--- config.mk ---
export PLATFORM = sky130hd
export DESIGN_NAME = v6_clkgen_flat
export DESIGN_NICKNAME = d
export VERILOG_FILES = /design/src/rtl/clkgen_pkg.sv /design/src/rtl/v6_clkgen_if.sv /design/src/rtl/rst_sync.sv /design/src/rtl/v6_clkgen.sv /design/src/flat_wrapper.sv
export SDC_FILE = /design/constraint.sdc
export NUM_CORES = 1
export LEC_CHECK = 0
export ABC_AREA = 0
export CORE_AREA = 5 5 42 44
export CTS_CLUSTER_SIZE = 25
export DETAILED_ROUTE_END_ITERATION = 12
export DIE_AREA = 0 0 47 49
export PLACE_DENSITY = 0.64
export SYNTH_ARGS = -nofsm -noshare
export SYNTH_HDL_FRONTEND = slang
export SYNTH_SLANG_ARGS = --single-unit
--- constraint.sdc ---
create_clock -name sysclk_p -period 0.8 [get_ports sysclk_p]
set_input_delay 0.08 -clock sysclk_p [delete_from_list [all_inputs] [get_ports sysclk_p]]
set_output_delay 0.08 -clock sysclk_p [all_outputs]
set_load 0.1 [all_outputs]
--- src/rtl/clkgen_pkg.sv ---
// clkgen_pkg: shared constants and helpers for the clock-generation block and its benches.
package clkgen_pkg;
  localparam int LOCK_CYCLES_DEF = 64;
  localparam int CLK_PERIOD_NS = 5;
  function automatic int clog2(input int v);
    int r;
    r = 0;
    while ((1 << r) < v) r++;
    return r;
  endfunction
endpackage

--- src/rtl/v6_clkgen_if.sv ---
// v6_clkgen_if: generated clocks and lock indication leaving the clock tree.
interface v6_clkgen_if;
  logic clk_2x_0;
  logic clk_1x_90;
  logic clk_eth;
  logic pll_lock;
  modport master (output clk_2x_0, output clk_1x_90, output clk_eth, output pll_lock);
  modport slave  (input clk_2x_0, input clk_1x_90, input clk_eth, input pll_lock);
endinterface

--- src/rtl/rst_sync.sv ---
// rst_sync: two-flop reset synchronizer, asynchronous assert and synchronous deassert.
module rst_sync (
  input  logic clk_i,
  input  logic rst_ni,
  output logic rst_no
);
  logic [1:0] sync_q;
  always_ff @(posedge clk_i or negedge rst_ni) begin
    if (!rst_ni) sync_q <= 2'b00;
    else sync_q <= {sync_q[0], 1'b1};
  end
  assign rst_no = sync_q[1];
endmodule

--- src/rtl/v6_clkgen.sv ---
// v6_clkgen: portable model of the MMCM clock tree with full-rate, 90deg half-rate and Ethernet
// clocks plus a sticky lock indication released a fixed number of edges after reset.
module v6_clkgen
  import clkgen_pkg::*;
#(
  parameter int CLKIN_PERIOD_NS = 5,
  parameter int LOCK_CYCLES = LOCK_CYCLES_DEF
) (
  input  logic sysclk_p,
  input  logic sysclk_n,
  input  logic rst_n,
  v6_clkgen_if.master out_if
);
  localparam int CW = clog2(LOCK_CYCLES + 1);
  localparam logic [CW-1:0] LOCK_V = CW'(LOCK_CYCLES);
  logic rst_sync_n;
  logic div_q;
  logic [CW-1:0] cnt_q, cnt_d;
  logic lock_q, lock_d;
  logic unused_sysclk_n;
  assign unused_sysclk_n = sysclk_n;
  rst_sync u_rst_sync (
    .clk_i  (sysclk_p),
    .rst_ni (rst_n),
    .rst_no (rst_sync_n)
  );
  // Lock compares against the next count so it rises on the same edge the count saturates.
  always_comb begin
    cnt_d = (cnt_q == LOCK_V) ? cnt_q : cnt_q + 1'b1;
    lock_d = lock_q | (cnt_d == LOCK_V);
  end
  always_ff @(posedge sysclk_p or negedge rst_sync_n) begin
    if (!rst_sync_n) begin
      cnt_q  <= '0;
      lock_q <= 1'b0;
    end else begin
      cnt_q  <= cnt_d;
      lock_q <= lock_d;
    end
  end
  // Falling-edge toggle places the half-rate rising edges a quarter period late: 90 degrees.
  always_ff @(negedge sysclk_p or negedge rst_sync_n) begin
    if (!rst_sync_n) div_q <= 1'b0;
    else div_q <= ~div_q;
  end
  assign out_if.clk_2x_0  = sysclk_p;
  assign out_if.clk_1x_90 = div_q;
  assign out_if.clk_eth   = div_q;
  assign out_if.pll_lock  = lock_q;
endmodule

--- src/flat_wrapper.sv ---
// flat-port wrapper written by rule: the top's interface ports become plain ports
module v6_clkgen_flat import clkgen_pkg::*;
#(
  parameter int CLKIN_PERIOD_NS = 5,
  parameter int LOCK_CYCLES = LOCK_CYCLES_DEF
)
  (sysclk_p, sysclk_n, rst_n, out_if_clk_2x_0, out_if_clk_1x_90, out_if_clk_eth, out_if_pll_lock);
  v6_clkgen_if out_if_i ();
  input  logic sysclk_p;
  input  logic sysclk_n;
  input  logic rst_n;
  output wire logic [$bits(out_if_i.clk_2x_0)-1:0] out_if_clk_2x_0;
  output wire logic [$bits(out_if_i.clk_1x_90)-1:0] out_if_clk_1x_90;
  output wire logic [$bits(out_if_i.clk_eth)-1:0] out_if_clk_eth;
  output wire logic [$bits(out_if_i.pll_lock)-1:0] out_if_pll_lock;
  assign out_if_clk_2x_0 = out_if_i.clk_2x_0;
  assign out_if_clk_1x_90 = out_if_i.clk_1x_90;
  assign out_if_clk_eth = out_if_i.clk_eth;
  assign out_if_pll_lock = out_if_i.pll_lock;
  v6_clkgen #(.CLKIN_PERIOD_NS(CLKIN_PERIOD_NS), .LOCK_CYCLES(LOCK_CYCLES)) u_core (.sysclk_p(sysclk_p), .sysclk_n(sysclk_n), .rst_n(rst_n), .out_if(out_if_i));
endmodule
; Yosys cells after proc, flatten, opt, wreduce, memory -nomap -nowiden
; Cells that the tools add are included.
[classes]
add_sub_neg = 1
n_mul = 0
div = 0
order_cmp = 0
eq_ne = 2
n_shift = 0
mux = 1
bitwise_logic = 2
n_reduce_logical = 0
[ops]
columns = operator, count
row1 = "7-bit equality test, second input constant", 2
row2 = "7-bit by 1-bit adder with 7-bit output, second input constant", 1
row3 = 7-bit 2-to-1 mux, 1
row4 = 1-bit inverter, 1
row5 = 1-bit OR, 1
[word_totals]
reg_bits = 11
latch_bits = 0
ram_bits = 0
rom_bits = 0
in_bits = 3
output_inout_bits = 4
word_cells = 10
n_memories = 0

; Longest topological paths before layout
; Gate-level depths: netlist of run 1.
[logic_depth]
depth_word = 4
mapped_depth = 6
mapped_depth_nobuf = 6

; Modules after synthesis
; A second synthesis of run 1 with hierarchy kept.
[hier_totals]
cells_unflattened = 41
area_unflattened_um2 = 506.7
[modules_own_cells]
columns = module, instances, cells_each, area_each_um2, seq_area_each_um2
row1 = v6_clkgen, 1, 38, 452.9, 225.2
row2 = rst_sync, 1, 3, 53.8, 50.0

==> summary.md, run 1 <==
Setup violations remaining at the end of the flow were counted as 10. The worst min-delay path category is reg2async. The finished layout cell area was 896 um^2; the layout-stage area growth over the synthesis result was 68.9%. Netlist area before placement: 531 um^2. Measured on the finished design, the core utilization comes to 63.9%. A synthesized cell averages 10.8 um^2.

The type of the worst setup path is reg2reg. The tools report the static leakage as 0.410 nW. The top cell type by area accounts for 47.2% of the synthesized area. Setup slack on the worst reg-to-reg path comes out at -0.80 ns.

The via count of the first global-routing pass is 519, and the combined buffer and inverter count along the critical path is 4. The share of final-layout standard cells stronger than drive strength 1 works out to 50.0%. The final instance count without filler cells was 94; the average routed wire per standard cell was 14.5 um.

The synthesized netlist devotes 17.7% of its cell area to simple gates. The number of synthesized flops with an enable pin was 0; the detailed-router iteration count before antenna repair was 6. The run gives 0 as the number of endpoints with negative hold slack in the final report. Clock slew seen by the registers of the worst setup and hold paths: 0.07 ns. The count of warnings emitted by yosys is 0. Synthesis produced 49 cells. The tools report the total die area as 0.00230 mm^2. The worst register-to-register path begins at u_core.cnt_q[0]. The wire length of the first global-routing pass was 2270 um.

The most repeated cell in the gate-level netlist after synthesis was sky130_fd_sc_hd__dfrtp_1. 7 I/O pins were placed. Data arrival time of the worst path: 1.87 ns.

The floorplan step set the die width to 47 um. Summing the areas of all compound-gate instances in the mapped netlist gives 10.4% of the synthesized area. Dividing the detail-routed via count by the number of cells gives 4.96. Row generation in the floorplan step produced 14 rows. After the last flow step, the layout net total stands at 84.

In this run, synthesis produced a sequential element count of 11. By count the netlist is led by sky130_fd_sc_hd__dfrtp_1, sky130_fd_sc_hd__inv_1, sky130_fd_sc_hd__nand2b_1, sky130_fd_sc_hd__nor2_1, sky130_fd_sc_hd__xnor2_1. The maximum fanout along the worst path came out at 2. Most common flop cell mapped by yosys: sky130_fd_sc_hd__dfrtp_1. Number of unique standard cell types used by synthesis: 22.

The placed instances occupy a cell area of 749 um^2. Derived from the worst setup path, the maximum achievable clock frequency is 0.623 GHz. The worst clock skew was 0.0168 ns. Of the synthesized area, sequential elements account for 51.9%. The post-route fraction of the period consumed by the critical path is 201%, and the vias after detailed routing is 466.

Traced cell by cell, the critical path runs through inv_2, ha_4, nand2b_4, or3_4, buf_4, buf_6, buf_6, a21boi_1. The synthesized-area fraction occupied by adder cells is 4.72%, and the final hold slack is 0.184 ns. After Yosys synthesis, XOR and XNOR cells account for 8.25% of the synthesized area. For the first-iteration detailed-routing DRC count, the log shows 19. After detailed routing, the number of remaining DRC violations is 0.

The number of max-slew violations in the final report is 0, and the number of antenna violations at the first check in global routing is 0. The worst path required time is 1.06 ns. Counting every net in the synthesized netlist gives 54.

The run finished, with violations left. Among cell families on the critical path, the largest total delay comes from buffers and inverters. The total of max-cap violations was 0. Summed over all instances, the cell type with the most area after synthesis is sky130_fd_sc_hd__dfrtp_1.

The global route total overflow came out at 0. Measured against the total synthesized area, the mux share comes to 0%. For the final estimated routing congestion in global placement, the log shows 0.791. The detail route stage leaves a number of antenna-violating nets equal to 0. The run gives 1360 um as the wire length after detailed routing.

Dominant combinational cell family by area after synthesis: simple AND/OR/NAND/NOR gates. The critical path's largest stage delay was 0.40 ns. Counting flops with an async set or reset pin after synthesis yields a share of 100%. The half-perimeter wire length after detailed placement was 941 um; the filler cell count in the final layout was 104. On the critical path, the stage with the largest delay is an instance of sky130_fd_sc_hd__dfrtp_1. The endpoint identified for the worst register-to-register timing path is u_core.cnt_q[2]. The cell that appears most often on the critical path is sky130_fd_sc_hd__buf_6. The pin count of the biggest net entering global routing is 9. Input and output buffers added on the ports amount to 5. By area the synthesized netlist is led by sky130_fd_sc_hd__dfrtp_1, sky130_fd_sc_hd__xnor2_1, sky130_fd_sc_hd__dfrtn_1. The type of element launching the critical path is a register.

Across every metal layer, demand over resource in global routing totals 14.7%. 0 antenna diodes ended up in the layout. Setup repair after global routing could not meet its margin everywhere.

The tools report the number of cells in the design after placement as 83. The tools report the placeable core region as 0.00140 mm^2. TritonCTS built the clock tree. Setup slack of the critical path after layout: -0.805 ns. For this configuration, the core starts out at a cell density of 37.9%. The final-layout setup total negative slack is -5.50 ns. For the worst flop-to-flop path, the logic depth is 8. Clock period minus worst slack: 1.60 ns.

Across the VDD grid, the largest voltage drop is 3.13 mV. The latest clock arrival within the worst-skew pair was 0.39 ns. The final reports fail on setup timing. The die is 49 um tall.

Power density of the placed cells: 2040 mW/mm^2. The category of the worst setup path capture point was a register.
==> state kept, by name, summed over array words and instances, names as in the netlist <==
signal and flops:
u_core.out_if.pll_lock 1, u_core.u_rst_sync.sync_q 2, u_core.out_if.clk_1x_90 1, u_core.cnt_q 7
==> cell usage in the layout (no fill, tap or decap), drive strengths merged, types with 2 or more instances in the layout <==
cell type | Yosys | routed
buf | 2 | 22
clkbuf | 0 | 7
dfrtp | 10 | 10
ha | 2 | 2
inv | 5 | 5
nand2b | 4 | 4
nand3 | 2 | 2
nand4 | 2 | 2
nor2 | 4 | 4
nor3 | 2 | 2
xnor2 | 3 | 3
xor2 | 2 | 2
==> cells by family (layout without fill, tap and decap cells) <==
family / after synthesis / count (layout)
flip-flops: 11 / 11
AO/OA/AOI/OAI: 6 / 6
AND/OR/NAND/NOR: 17 / 17
XOR/XNOR: 5 / 5
adder cells (fa/ha/maj): 2 / 2
other: 1 / 1
buffers and inverters: 7 / 36
==> cell type report <==
| class | instances | area [um^2] | share of cell area, % |
|---|---|---|---|
| timing repair buffer | 24 | 234 | 26.1 |
| sequential | 11 | 277 | 30.9 |
| clock buffer | 7 | 72.6 | 8.10 |
| tap | 16 | 20.0 | 2.23 |
| multi-input combinational | 31 | 274 | 30.6 |
| inverter | 5 | 18.8 | 2.09 |
==> worst max-delay path by stage <==
stage	from	end	slack (ns)	cells past startpoint
floorplan	u_core.out_if.clk_1x_90	out_if_clk_eth	-0.96	1
CTS	u_core.cnt_q[1]	u_core.out_if.pll_lock	-0.82	6
global placement	u_core.cnt_q[1]	u_core.out_if.pll_lock	-0.79	6
detailed placement	u_core.cnt_q[1]	u_core.out_if.pll_lock	-0.84	6
finish	u_core.cnt_q[0]	u_core.cnt_q[2]	-0.80	8
global route	u_core.cnt_q[0]	u_core.out_if.pll_lock	-0.86	6
==> stage by stage <==
stage	setup WS (ns)	power, mW
2_1_floorplan	-0.964	1.05
3_3_place_gp	-0.788	1.08
3_5_place_dp	-0.836	1.08
4_1_cts	-0.816	1.99
5_1_grt	-0.864	1.92
6_report	-0.805	1.83
==> layer usage <==
metal / vias to the layer above / share of wire, % / GRT usage, % / wire length [um]
met5: - / 0 / 0 / 0
met3: 4 / 4.5 / 6.27 / 62
met2: 15 / 53 / 21.5 / 729
li1: 222 / - / - / -
met4: 0 / 1.2 / 10.1 / 16
met1: 225 / 41 / 16.4 / 555
==> worst reg2reg max path: cells and delay by family, from the launching register on <==
| family | cells | cell delay (ns) |
|---|---|---|
| AO/OA/AOI/OAI | 1 | 0.11 |
| adder cells (fa/ha/maj) | 1 | 0.13 |
| buffers and inverters | 4 | 0.42 |
| flip-flops | 1 | 0.40 |
| AND/OR/NAND/NOR | 2 | 0.41 |
==> where the power goes <==
group          internal [mW]  switching [mW]
clock network          0.588           0.652
logic                 0.0107          0.0114
registers              0.561         0.00279
total                   1.16           0.666
==> timing repair <==
action	4_1_cts	5_1_grt
pin swaps	2	2
hold buffers	1	0
setup endpoints to repair	12	12
resized for setup	12	3
setup buffers	2	2
endpoints found under the hold margin	2	0
No activity file was read; power rests on OpenSTA's default activity.
==> inputs of run 2 (changes only) <==
CAP_MARGIN = 20   (was not set)
SETUP_SLACK_MARGIN = 0.1   (was not set)
==> run 2 against run 1 <==
Effect of this change: the run now fails in global routing (5_1_grt); synthesized cell count unchanged; synthesized area unchanged.
==> summary.md, run 2 <==
The flow did not finish. The die height is 49 um, and the count of warnings emitted by yosys is 0. Counting flops with an async set or reset pin after synthesis yields a share of 100%. The last stage the flow got to was global routing (5_1_grt). The die is 47 um wide.

The synthesized netlist devotes 10.4% of its cell area to compound gates. The pin count of the biggest net entering global routing was 9; the register bit total from synthesis was 11. Once placement finished, the instance area stood at 749 um^2.

Sorting the synthesized cells by how often they occur yields sky130_fd_sc_hd__dfrtp_1, sky130_fd_sc_hd__inv_1, sky130_fd_sc_hd__nand2b_1, sky130_fd_sc_hd__nor2_1, sky130_fd_sc_hd__xnor2_1. After synthesis, the share of cell area in mux cells is 0%. The total routing resource utilization after global routing came out at 18,700%.

The synthesized netlist occupies a cell area of 531 um^2. The synthesized design devotes to its leading area cell type 47.2% of total area. The tools report the half-perimeter wire length after detailed placement as 824 um. The most common flop cell mapped by yosys was sky130_fd_sc_hd__dfrtp_1.

By area, the combinational part of the netlist is dominated by simple AND/OR/NAND/NOR gates. The congestion estimate from routability-driven global placement came to 0.732. Count of buffers from port buffering: 5. The initialized floorplan defines 14 standard-cell rows. The initial core utilization is 37.9%, and the number of top-level design ports is 7. In the post-synthesis netlist, the biggest area contributors are sky130_fd_sc_hd__dfrtp_1, sky130_fd_sc_hd__xnor2_1, sky130_fd_sc_hd__dfrtn_1. The number of unique standard cell types used by synthesis was 22. The synthesized netlist devotes 8.25% of its cell area to XOR and XNOR gates. Summing the areas of all fa, ha and maj instances in the mapped netlist gives 4.72% of the synthesized area.

The largest total area in the synthesized netlist belongs to sky130_fd_sc_hd__dfrtp_1. In the synthesized netlist, the number of instances is 49. The number of nets in the synthesized netlist is 54. The first error in the log reads "[ERROR GRT-0232] Routing congestion too high. Check the congestion heatmap in the GUI". After synthesis, flip-flops and latches occupy 51.9% of the total area. Of the total synthesized cell area, the portion taken by AND, OR, NAND and NOR gates is 17.7%.

The most repeated cell in the gate-level netlist after synthesis is sky130_fd_sc_hd__dfrtp_1. After synthesis, the mean cell area works out to 10.8 um^2. The number of synthesized flops with an enable pin is 0.

For the global route total overflow, the log shows 262,110. At the placement stage, the worst setup path has a slack of -0.812 ns.
run 2: cell counts after synthesis:
Identical to the previous run, type by type.
run 2: repair_timing:
action                     4_1_cts
hold endpoints to repair         2
hold buffers                     1
gates resized for setup          8
setup endpoints to repair       13
pin swaps                        1
buffers inserted                 1
run 2: kinds of logic after synthesis:
| logic type | after synthesis |
|---|---|
| other cells | 1 |
| compound gates | 6 |
| fa+ha+maj | 2 |
| flops | 11 |
| simple gates | 17 |
| buf+inv | 7 |
| xor+xnor | 5 |
run 2: metal layers:
layer  global-route usage (%)  overflow
met5                        0         0
met4                    90600    196584
met3                    24200     65526
met2                     21.9         0
met1                     17.1         0
run 2: per-stage QoR:
stage / cells / utilization [%]
2_1_floorplan: 49 / -
3_3_place_gp: 82 / 53.5
3_5_place_dp: 82 / 53.5
4_1_cts: 91 / 61.1
==> inputs of run 3 (changes only) <==
CORE_AREA = 5 5 66 68   (was 5 5 42 44)
CTS_CLUSTER_SIZE = not set   (was 25)
DIE_AREA = 0 0 71 73   (was 0 0 47 49)
PLACE_DENSITY = not set   (was 0.64)
PLACE_DENSITY_LB_ADDON = 0.15   (was not set)
SETUP_SLACK_MARGIN = not set   (was 0.1)
==> run 3 against run 2 <==
Effect of this change: the flow now finishes, with violations (setup timing).
==> summary.md, run 3 (synthesis gave the netlist of run 1 again) <==
The final layout contains 85 nets. By startpoint and endpoint, the worst setup path is classified as reg2reg. Total routing resource utilization after global routing: 5.70%. The first global-routing pass estimated 2120 um of wire. After clock tree synthesis, the clock-pin slew on the worst setup and hold paths is 0.05 ns. The final count of negative-setup-slack endpoints was 10; the first-iteration detailed-routing DRC count was 13. The number of cell rows was 23. The largest registers in the layout are u_core.cnt_q (7), u_core.u_rst_sync.sync_q (2). Worst min-delay path category: reg2async.

At the worst endpoint, the required time is 1.03 ns. Half-perimeter wire length after detailed placement: 901 um. For the internal portion of total power, the log shows 1.37 mW. The clock power share was 71.6%. The finished layout cell area was 956 um^2. Once placement finished, the instance area stood at 807 um^2. The top cell types in the final layout, fill and taps aside, are sky130_fd_sc_hd__buf_4, sky130_fd_sc_hd__dfrtp_1, sky130_fd_sc_hd__clkbuf_8.

For this configuration, the core starts out at a cell density of 14.0%. The total area inside the core boundary comes to 0.00380 mm^2. The worst register-to-register path begins at u_core.cnt_q[1].

Final estimated routing congestion in global placement: 0.748. In this run the remaining antenna-violating nets after routing total 0. The die is 73 um tall.

The run gives 1200 um as the wire length after detailed routing. The power dissipated by switching net loads is 0.697 mW, and the total die area is 0.00518 mm^2. The tools report the number of max-slew violations in the final report as 0. Pin placement for this block handled 7 I/O pins.

The logs give 0 for the number of endpoints with negative hold slack in the final report and 0 for the number of antenna violations at the first check in global routing. The run finished, with violations left. Clock skew on the completed layout was measured at 0.0339 ns. Slowest library cell on the worst path: sky130_fd_sc_hd__dfrtp_1. TritonCTS built the clock tree. Setup repair after global routing could not meet its margin everywhere.

The worst path in the final design needs a cycle of 1.60 ns, including I/O delays and setup. The register share of total power is 27.3%, and the data arrival time of the worst path is 1.84 ns. For the static leakage, the log shows 0.422 nW.

The vias after detailed routing was 448; the critical path's largest stage delay was 0.38 ns. Of the available clock period, the critical path in the final layout requires 200%. The checks that failed: setup timing. In the final routed layout, each cell accounts on average for 9.33 um. The worst setup path is launched from a register.

Dividing the detail-routed via count by the number of cells gives 3.47. The worst voltage drop across the vdd grid was 3.19 mV. The tools report the global route total overflow as 0.

The worst register-to-register path has a setup slack of -0.80 ns. The combined buffer and inverter count along the critical path was 1; the via count of the first global-routing pass was 492. In the final layout, the share of cells above drive strength 1 is 48.1%. The chip width was 71 um; the number of antenna cells inserted was 0. The signal on the critical path passes through inv_2, ha_4, nand2b_1, or3_4, o22a_1, o41ai_2. Max-cap violations in this run came to 0. Net switching is 33.7% of the power. For the detailed-router iteration count before antenna repair, the log shows 4. Clock latency on the worst-skew pair, taken at its later pin, is 0.37 ns. Counting cells, the worst reg-to-reg path comes to 6. The register ranked first by flip-flop count was u_core.cnt_q. Kind of cell adding the most delay to the critical path: compound AO/OA/AOI/OAI gates. The proportion of power drawn by combinational gates came out at 1.1%. Entering global routing, the biggest net connects 9 pins. In this run the tool buffered the top-level ports with 5 buffer cells. The register with the most flip-flops in the layout has 7 of them. Power density of the placed cells: 2160 mW/mm^2.

For the setup slack of the critical path after layout, the log shows -0.803 ns. The tools report the achievable frequency as 0.624 GHz. The maximum fanout along the worst path came out at 2. The endpoint identified for the worst register-to-register timing path is u_core.out_if.pll_lock. Adding up every negative setup slack in the final design gives -5.42 ns.

Fill cells in the final layout number 424. The tools report the category of the worst setup path capture point as a register. After detailed routing, the number of remaining DRC violations is 0.

Leaving out fill and tap cells, the most frequent cell in the layout is sky130_fd_sc_hd__buf_4. The area growth from synthesis to layout is 80.2%.
==> run 3: worst max path at each step <==
stage                                  from                endpoint  slack (ns)  depth (start not counted)
global placement            u_core.cnt_q[1]  u_core.out_if.pll_lock       -0.81                          6
CTS                         u_core.cnt_q[1]  u_core.out_if.pll_lock       -0.81                          6
finish                      u_core.cnt_q[1]  u_core.out_if.pll_lock       -0.80                          6
global route                u_core.cnt_q[1]  u_core.out_if.pll_lock       -0.86                          6
floorplan           u_core.out_if.clk_1x_90          out_if_clk_eth       -0.96                          1
detailed placement          u_core.cnt_q[1]  u_core.out_if.pll_lock       -0.81                          6
==> run 3: power groups by stage <==
stage	registers [mW]	clock network (mW)	logic (mW)
3_3_place_gp	0.574	0.491	0.0200
6_report	0.565	1.48	0.0224
4_1_cts	0.565	1.64	0.0235
3_5_place_dp	0.574	0.491	0.0196
2_1_floorplan	0.579	0.472	0.000406
5_1_grt	0.565	1.59	0.0258
==> run 3: layout make-up <==
type | count | area, um^2 | share of cell area (%)
Sequential cell | 11 | 277 | 28.9
Multi-Input combinational cell | 31 | 259 | 27.1
Timing Repair Buffer | 25 | 241 | 25.3
Clock buffer | 7 | 97.6 | 10.2
Tap cell | 50 | 62.6 | 6.54
Inverter | 5 | 18.8 | 1.96
==> run 3: metrics by stage <==
step	std cells	worst slack (ns)	power [mW]	util [%]	hold slack, ns
5_1_grt	129	-0.859	2.18	25.2	0.235
4_1_cts	128	-0.807	2.23	24.9	0.208
6_report	129	-0.803	2.07	25.2	0.196
3_5_place_dp	119	-0.813	1.08	21.2	0.202
3_3_place_gp	119	-0.806	1.09	21.2	0.209
2_1_floorplan	49	-0.964	1.05	-	-0.216
==> run 3: per-layer routing <==
| layer | up-vias | share of wire, % | global-route usage, % |
|---|---|---|---|
| met3 | 4 | 5.5 | 2.48 |
| met2 | 15 | 47 | 8.24 |
| met5 | - | 0 | 0 |
| met4 | 0 | 2.9 | 6.26 |
| met1 | 206 | 44 | 5.83 |
| li1 | 223 | - | - |
==> run 3: what timing repair did <==
action                     4_1_cts  5_1_grt
pin swaps                        1        0
setup endpoints to repair       11       11
gates resized for setup          7        2
hold endpoints to repair         2        0
hold buffers                     1        0
buffers inserted                 1        2
==> inputs of run 4 (changes only) <==
CAP_MARGIN = 10   (was 20)
==> results of run 4 <==
No change in the layout: final DEF, timing and power equal those of run 3.
